`config.mk`:
```
export PLATFORM = sky130hd
export DESIGN_NAME = voice_mixer_pdm
export DESIGN_NICKNAME = d
export VERILOG_FILES = /design/src/rtl/voice_mixer_pdm.sv
export SDC_FILE = /design/constraint.sdc
export NUM_CORES = 1
export LEC_CHECK = 0
export ABC_AREA = 1
export BUFFER_PORTS_ARGS = -buffer_cell sky130_fd_sc_hd__buf_2
export CELL_PAD_IN_SITES_DETAIL_PLACEMENT = 1
export CELL_PAD_IN_SITES_GLOBAL_PLACEMENT = 2
export CORE_MARGIN = 2
export CORE_UTILIZATION = 35
export CTS_CLUSTER_SIZE = 40
export DETAILED_ROUTE_END_ITERATION = 16
export PLACE_DENSITY = 0.89
export SLEW_MARGIN = 20
export SYNTH_ARGS = -nofsm -noshare
export SYNTH_HDL_FRONTEND = slang
export SYNTH_SLANG_ARGS = --single-unit
```
`constraint.sdc`:
```
create_clock -name clk -period 6.3 [get_ports clk]
set_input_delay 0.63 -clock clk [delete_from_list [all_inputs] [get_ports clk]]
set_output_delay 0.63 -clock clk [all_outputs]
set_load 0.01 [all_outputs]
```
`src/rtl/voice_mixer_pdm.sv`:
```
// rtl/voice_mixer_pdm.sv - voice mixer with master volume, saturation and first-order delta-sigma PDM output
module voice_mixer_pdm #(
  parameter int BITDEPTH   = 14,
  parameter int NUM_VOICES = 4,
  parameter int VOLBITS    = 8
) (
  input  logic                           clk,
  input  logic                           rst,
  input  logic                           sample_clock,
  input  logic [NUM_VOICES*BITDEPTH-1:0] voices_in,
  input  logic [NUM_VOICES-1:0]          voice_enable,
  input  logic [VOLBITS-1:0]             volume,
  output logic [BITDEPTH-1:0]            mix_out,
  output logic                           mix_valid,
  output logic                           overrun,
  output logic                           pdm_out
);

  localparam int IDXW = (NUM_VOICES > 1) ? $clog2(NUM_VOICES) : 1;
  localparam int ACCW = BITDEPTH + $clog2(NUM_VOICES) + 1;
  localparam int PW   = ACCW + VOLBITS + 1;

  localparam logic [BITDEPTH-1:0] MID = {1'b1, {(BITDEPTH-1){1'b0}}};
  localparam logic signed [PW-1:0] SMAX = {{(PW-BITDEPTH+1){1'b0}}, {(BITDEPTH-1){1'b1}}};
  localparam logic signed [PW-1:0] SMIN = ~SMAX;

  localparam logic [1:0] IDLE  = 2'd0;
  localparam logic [1:0] ACCUM = 2'd1;
  localparam logic [1:0] SCALE = 2'd2;

  logic [1:0]                state;
  logic [IDXW-1:0]           idx;
  logic signed [ACCW-1:0]    acc;
  logic                      sc_q;
  logic                      armed;
  logic [BITDEPTH-1:0]       pdm_acc;
  logic                      sample_edge;
  logic [BITDEPTH-1:0]       voice_sel;
  logic signed [BITDEPTH:0]  term;
  logic signed [PW-1:0]      acc_w;
  logic signed [PW-1:0]      vol_w;
  logic signed [PW-1:0]      prod;
  logic signed [PW-1:0]      scaled;
  logic [BITDEPTH-1:0]       clamped;

  // armed masks the first cycle after reset so a level already high at release is not an edge
  assign sample_edge = sample_clock & ~sc_q & armed;

  always_comb begin
    voice_sel = voices_in[idx*BITDEPTH +: BITDEPTH];
    term      = '0;
    if (voice_enable[idx]) begin
      term = $signed({1'b0, voice_sel}) - $signed({1'b0, MID});
    end
  end

  always_comb begin
    acc_w  = PW'(acc);
    vol_w  = PW'($signed({1'b0, volume}));
    prod   = acc_w * vol_w;
    scaled = prod >>> VOLBITS;
    if (scaled > SMAX) begin
      clamped = SMAX[BITDEPTH-1:0];
    end else if (scaled < SMIN) begin
      clamped = SMIN[BITDEPTH-1:0];
    end else begin
      clamped = scaled[BITDEPTH-1:0];
    end
  end

  always_ff @(posedge clk or negedge rst) begin
    if (!rst) begin
      state     <= IDLE;
      idx       <= '0;
      acc       <= '0;
      sc_q      <= 1'b0;
      armed     <= 1'b0;
      mix_out   <= MID;
      mix_valid <= 1'b0;
      overrun   <= 1'b0;
    end else begin
      sc_q      <= sample_clock;
      armed     <= 1'b1;
      mix_valid <= 1'b0;
      case (state)
        IDLE: begin
          if (sample_edge) begin
            state <= ACCUM;
            idx   <= '0;
            acc   <= '0;
          end
        end
        ACCUM: begin
          if (sample_edge) overrun <= 1'b1;
          acc <= acc + ACCW'(term);
          idx <= idx + 1'b1;
          if (idx == IDXW'(NUM_VOICES - 1)) state <= SCALE;
        end
        SCALE: begin
          if (sample_edge) overrun <= 1'b1;
          // two's complement to offset binary is a flip of the sign bit
          mix_out   <= {~clamped[BITDEPTH-1], clamped[BITDEPTH-2:0]};
          mix_valid <= 1'b1;
          state     <= IDLE;
        end
        default: state <= IDLE;
      endcase
    end
  end

  always_ff @(posedge clk or negedge rst) begin
    if (!rst) begin
      pdm_acc <= '0;
      pdm_out <= 1'b0;
    end else begin
      {pdm_out, pdm_acc} <= {1'b0, pdm_acc} + {1'b0, mix_out};
    end
  end

endmodule

```
==> impl_metrics.json, run 1 <==
{
  "drc_errors": 0,
  "fp.dieArea_um2": 27800,
  "endpoint_kind": "flip-flop",
  "rows": 59,
  "place_ws_ns": 0.637,
  "ios": 88,
  "drtIter0Drc": 415,
  "r2r_start": "acc[16]$_DFFE_PN0P_",
  "cts.htree.levels": 2,
  "syn-cell-area_um2": 9270,
  "clk_pin_slew_ns": 0.08,
  "grt_util_all_layers_pct": 18.7,
  "critical_path_arrival_ns": 5.50,
  "syn_nets": 1580,
  "yosysSeqAreaShare_pct": 14.6,
  "die_w_um": 167,
  "crit_required_ns": 6.48,
  "synth_cell_types": 41,
  "cts_made_buffers": 5,
  "nets": 1631,
  "synth_edf_count": 0,
  "firstDrtPassIters": 4,
  "grt_pass1_vias": 8898,
  "skew_ns": 0.00730,
  "relSlewSlack_pct": 43.2,
  "post_cts_buffers": 0,
  "path_common_cell": "inv_1",
  "grt_max_degree": 55,
  "drive_gt1_share_pct": 10.4,
  "antenna_found_initial": 0,
  "status": "finished, final reports clean",
  "critPathMaxStageDelay_ns": 0.63,
  "drv_slew": 0,
  "cts_hold_buffers": 0,
  "fmax_mhz": 188,
  "cap_violations": 0,
  "worst_skew_pair.late_latency_ns": 0.31,
  "start_util_pct": 35.6,
  "die-height_um": 167,
  "cts-root-buf": "clkbuf_16",
  "final_cell_mix": "nand2_1, inv_1, fa_1",
  "worstHoldPathCells": 1,
  "drt-vias-per-instance": 4.75,
  "fin_area_um2": 10200,
  "period_share_pct": 84.4,
  "cts.sinks": 54,
  "detail-route-antenna-nets": 0,
  "synth_flop_cell": "dfrtp_1",
  "min_from": "sample_clock",
  "crit_fanout": 13,
  "synth-async-reset-ratio_pct": 100,
  "tightestPinTransition_ns": 0.851,
  "cts_resized": 0,
  "placed_cell_area_um2": 9950,
  "r2r_cells": 23,
  "finalSetupViolCount": 0,
  "grt_overflow_total": 0,
  "fin_crit_ns": 5.32,
  "layout_commonest_cell": "nand2_1",
  "synthCells": 1318,
  "antenna_cells": 0,
  "coreArea_um2": 26100,
  "place.gp.congestion": 0.840,
  "grt_pass1_wl_um": 43300,
  "io_buffer_count": 87,
  "hold_violations": 0,
  "worstSetupPathType": "reg -> reg",
  "vias": 8096,
  "hold_class": "in -> reg",
  "grt_setup_unrepaired": "false",
  "start_kind": "flip-flop",
  "synth_seq_cells": 54,
  "wl_per_cell_um": 14.5,
  "crit_chain": "nand2_1 > inv_1 > fa_1 > inv_1 > fa_1 > inv_1 > fa_1 > inv_1 > fa_1 > inv_1 > ha_1 > nand2_1 > inv_1 > nand2_1 > nand3_1 > a21oi_1 > nand3_1 > nand2_1 > nand2_1 > nor2_1 > nand3_1 > nand2_2 > a21oi_1",
  "cts_tree": "built",
  "routed_wl_um": 24700,
  "yosysWarnings": 0,
  "synthToLayoutAreaGrowth_pct": 9.50,
  "avgSynthCellArea_um2": 7.04,
  "slowest_stage": "fa_1",
  "hold_end": "sc_q$_DFF_PN0_",
  "setup_slack_ns": 0.983,
  "tns_ns": 0,
  "dp_hpwl_um": 20800,
  "rrSetupSlack_ns": 0.98,
  "r2r_end": "mix_out[4]$_DFFE_PN0P_",
  "cts_buffer_depth": 2
}
## flip-flops by register name, indices dropped and copies added (netlist names)
| signal | cells |
|---|---|
| acc | 17 |
| idx | 2 |
| pdm_acc | 14 |
| mix_out | 14 |
| sc_q | 1 |
| mix_valid | 1 |
| overrun | 1 |
| state | 2 |
| pdm_out | 1 |
| armed | 1 |
## worst max-delay path by stage
| stage | startpoint | endpoint | cells after the start |
|---|---|---|---|
| floorplan | volume[5] | mix_out[1]$_DFFE_PN0P_ | 24 |
| global placement | volume[0] | mix_out[4]$_DFFE_PN0P_ | 21 |
| detailed placement | volume[0] | mix_out[6]$_DFFE_PN0P_ | 22 |
| CTS | acc[16]$_DFFE_PN0P_ | mix_out[6]$_DFFE_PN0P_ | 23 |
| global route | acc[16]$_DFFE_PN0P_ | mix_out[5]$_DFFE_PN0P_ | 21 |
| finish | acc[16]$_DFFE_PN0P_ | mix_out[4]$_DFFE_PN0P_ | 23 |
## final cells by class
type / count / area (um^2)
timing repair buffer: 93 / 480
sequential: 54 / 1350
clock inverter: 2 / 60.1
clock buffer: 6 / 139
inverter: 325 / 1220
tap: 335 / 419
multi-input combinational: 890 / 6480
fill: 3380 / 15900
## worst max-delay path, delay by kind of cell, from the launching register on
kind	cells	cell delay (ns)
fa+ha+maj	5	2.56
simple gates	10	1.31
flops	1	0.53
buf+inv	6	0.42
compound gates	2	0.34
## routing by layer
metal / up-vias / part of all wire, % / global-route usage (%)
li1: 4025 / - / -
met1: 3980 / 49 / 25.7
met2: 72 / 48 / 32.9
met3: 19 / 1.7 / 1.28
met4: 0 / 1.1 / 3.26
met5: - / 0 / 0
## cell families (layout without fill, tap and decap cells)
logic type | after synthesis | in the layout | synth area share (%)
flops | 54 | 54 | 14.6
other cells | 1 | 1 | 0.0404
simple gates | 500 | 500 | 21.9
fa+ha+maj | 191 | 191 | 34.6
xor+xnor | 31 | 31 | 2.93
buf+inv | 374 | 426 | 15.5
compound gates | 167 | 167 | 10.4
## per-stage QoR
step           utilization [%]  instances  hold slack, ns
2_1_floorplan                -       1318           0.334
3_3_place_gp              38.2       1697           0.435
3_5_place_dp              38.2       1697           0.443
4_1_cts                   39.0       1705           0.435
5_1_grt                   39.0       1705           0.435
6_report                  39.0       1705           0.441
## cell usage after synthesis, drive strengths merged, types with 16 or more instances
cell | number | share of area (%)
nand2 | 365 | 15
inv | 323 | 13
fa | 109 | 24
nor2 | 90 | 3.9
ha | 82 | 11
a21oi | 71 | 4.4
o21ai | 61 | 3.3
dfrtp | 53 | 14
clkbuf | 43 | 1.7
nand3 | 28 | 1.6
xor2 | 16 | 1.5
Power of run 1 is left out: the tool's default activity adds up to more than one toggle a clock period on the data nets, which glitch-free logic cannot reach.
==> run 2: changes to the inputs <==
- ABC_AREA: 1 -> 0
- PLACE_DENSITY: 0.89 -> 0.87
- clock period: 6.3 -> 4.6 ns (I/O delays scaled with it)
==> impl_metrics.json, run 2 <==
{
  "status": "finished, violations left",
  "violations": "negative setup slack",
  "dp_hpwl_um": 17500,
  "crit_required_ns": 4.78,
  "grt_pass1_wl_um": 34700,
  "seqCellArea_um2": 1370,
  "rows": 56,
  "tightestPinTransition_ns": 0.735,
  "yosysSeqAreaShare_pct": 16.4,
  "io_buffer_count": 87,
  "worstSetupPathType": "reg -> reg",
  "antenna_cells": 0,
  "finalSetupViolCount": 14,
  "endpoint_kind": "flip-flop",
  "cts_made_buffers": 5,
  "synth_seq_cells": 54,
  "multiInputGateArea_um2": 6410,
  "critPathMaxStageDelay_ns": 0.54,
  "nFillCells": 2755,
  "largest_reg_flops": 17,
  "cts.sinks": 54,
  "setup_slack_ns": -0.500,
  "avgSynthCellArea_um2": 9.14,
  "place.gp.congestion": 0.831,
  "syn-cell-area_um2": 8250,
  "grtUsageMet1_pct": 21.3,
  "synth_cell_types": 60,
  "nets": 1339,
  "crit_chain": "and2_4 > fa_1 > fa_1 > fa_1 > inv_1 > fa_1 > inv_1 > ha_2 > a211oi_2 > o21ai_1 > o21ai_1 > nand3_2 > a211oi_4 > buf_4 > o21a_4 > nand4_1 > a31oi_4 > clkbuf_16 > a21oi_1",
  "drc_errors": 0,
  "fin_crit_ns": 5.10,
  "synth-async-reset-ratio_pct": 100,
  "largestRegisters": "acc: 17 flops, mix_out: 14 flops, pdm_acc: 14 flops",
  "grt_use_met3_pct": 2.18,
  "fmax_mhz": 196,
  "yosysTopAreaCellShare_pct": 26.5,
  "period_share_pct": 111,
  "cts_tree": "built",
  "firstDrtPassIters": 4,
  "grt_setup_unrepaired": "true",
  "drv_slew": 0,
  "synth_edf_count": 0,
  "top_register": "acc",
  "coreArea_um2": 23300,
  "drive_gt1_share_pct": 27.6,
  "yosysWarnings": 0,
  "final_cell_mix": "inv_1, fa_1, buf_4",
  "path_common_cell": "fa_1",
  "path_delay_family": "adder cells",
  "grt_util_all_layers_pct": 17.3,
  "grt_pass1_vias": 7411,
  "vias": 6609,
  "syn_nets": 1164,
  "hold_violations": 0,
  "cts_hold_buffers": 0,
  "yosysMostFrequentCell": "inv_1",
  "detail-route-antenna-nets": 0,
  "cts_buffer_depth": 2,
  "layout_commonest_cell": "inv_1",
  "ios": 88,
  "crit_buf_inv": 4,
  "r2r_cells": 19,
  "relSlewSlack_pct": 51.0,
  "critical_path_arrival_ns": 5.28,
  "start_kind": "flip-flop",
  "synth_flop_cell": "dfrtp_1",
  "antenna_found_initial": 0,
  "fp.dieArea_um2": 24800,
  "skew_ns": 0.00299,
  "die_w_um": 158,
  "synthTopCellsByArea": "fa_1, dfrtp_1, ha_1",
  "drt-vias-per-instance": 4.73,
  "synthCells": 902,
  "crit_fanout": 7,
  "start_util_pct": 35.3,
  "synthToLayoutAreaGrowth_pct": 24.6,
  "final_core_util_pct": 44.1,
  "clk_pin_slew_ns": 0.07,
  "use_met2_pct": 32.6,
  "routed_wl_um": 20200,
  "slowest_stage": "fa_1",
  "cts.htree.levels": 2,
  "yosysTopAreaCell": "fa_1",
  "drtIter0Drc": 153,
  "cap_violations": 0,
  "grt_overflow_total": 0,
  "worst_skew_pair.late_latency_ns": 0.30,
  "die-height_um": 158,
  "synth_commonest_cells": "inv_1, fa_1, nand2_1",
  "hold_class": "in -> async",
  "cp.depth": 19,
  "grt_max_degree": 55,
  "cts-root-buf": "clkbuf_16",
  "wl_per_cell_um": 14.5,
  "grt_busiest_layer": "met2"
}
==> run 2: changes by cell type in the layout (fill, tap and decap cells not counted), moves of 11 or more <==
cell	before	now
and2_1	1	73
buf_4	6	102
dfrtp_1	53	42
dfrtp_2	0	11
inv_1	318	165
mux4_2	0	14
nand2_1	352	88
nand3_1	27	6
nor2_1	85	22
nor2b_1	0	16
o21ai_0	61	29
o22ai_1	15	0
xnor2_1	15	27
==> run 2: cells by family (layout without fill, tap and decap cells) <==
| family | count (synthesis) | in the layout | share of synthesized area (%) |
|---|---|---|---|
| AND/OR/NAND/NOR | 256 | 256 | 15.7 |
| buffers and inverters | 200 | 375 | 9.37 |
| adder cells (fa/ha/maj) | 191 | 191 | 38.9 |
| AO/OA/AOI/OAI | 138 | 139 | 10.5 |
| flip-flops | 54 | 54 | 16.4 |
| XOR/XNOR | 43 | 43 | 4.57 |
| multiplexers | 19 | 19 | 4.52 |
| other | 1 | 1 | 0.0455 |
==> run 2: per-layer routing <==
layer | up-vias | wire [um]
li1 | 3210 | -
met1 | 3275 | 8810
met2 | 106 | 10700
met3 | 18 | 570
met4 | 0 | 177
met5 | - | 0
==> run 2: timing repair <==
item,CTS,global route
gates resized for setup,16,27
endpoints found under the setup margin,14,15
pin swaps,2,12
gates cloned,0,2
setup buffers,2,4
endpoints found under the hold margin,0,0
==> run 2: cell type report <==
| cell class | instances | area share (%) |
|---|---|---|
| clock buffers | 7 | 1.29 |
| clock inverters | 1 | 0.0730 |
| inverters | 172 | 6.28 |
| multi-input cells | 649 | 62.4 |
| flip-flops and latches | 54 | 13.3 |
| well taps | 319 | 3.88 |
| repair buffers | 195 | 12.8 |
==> run 2: final timing paths <==
kind	start	endpoint	slack [ns]
min in group clk	sample_clock	sc_q$_DFF_PN0_	0.28
min	rst	pdm_acc[1]$_DFF_PN0_	0.28
min reg2reg	pdm_acc[0]$_DFF_PN0_	pdm_acc[0]$_DFF_PN0_	0.47
max in group asynchronous	rst	acc[4]$_DFFE_PN0P_	3.76
max	acc[5]$_DFFE_PN0P_	mix_out[8]$_DFFE_PN0P_	-0.50
max reg2reg	acc[5]$_DFFE_PN0P_	mix_out[8]$_DFFE_PN0P_	-0.50
==> run 2: worst reg2reg max path: cells and delay by family, from the launching register on <==
kind / cells / cell delay, ns
AND/OR/NAND/NOR: 3 / 0.49
flip-flops: 1 / 0.49
adder cells (fa/ha/maj): 5 / 2.22
buffers and inverters: 4 / 0.50
AO/OA/AOI/OAI: 7 / 1.27
==> run 2: stage by stage <==
stage / TNS, ns / hold slack, ns / cell area [um^2] / worst slack [ns] / cells
6_report: -6.22 / 0.282 / 10300 / -0.500 / 1397
5_1_grt: -9.05 / 0.279 / 10300 / -0.708 / 1397
4_1_cts: -4.73 / 0.276 / 10100 / -0.408 / 1391
3_5_place_dp: -8.99 / 0.460 / 9910 / -0.710 / 1382
3_3_place_gp: -6.53 / 0.454 / 9910 / -0.524 / 1382
2_1_floorplan: -2.73 / 0.164 / 8450 / -0.234 / 902
Power of run 2 is left out for the same reason.
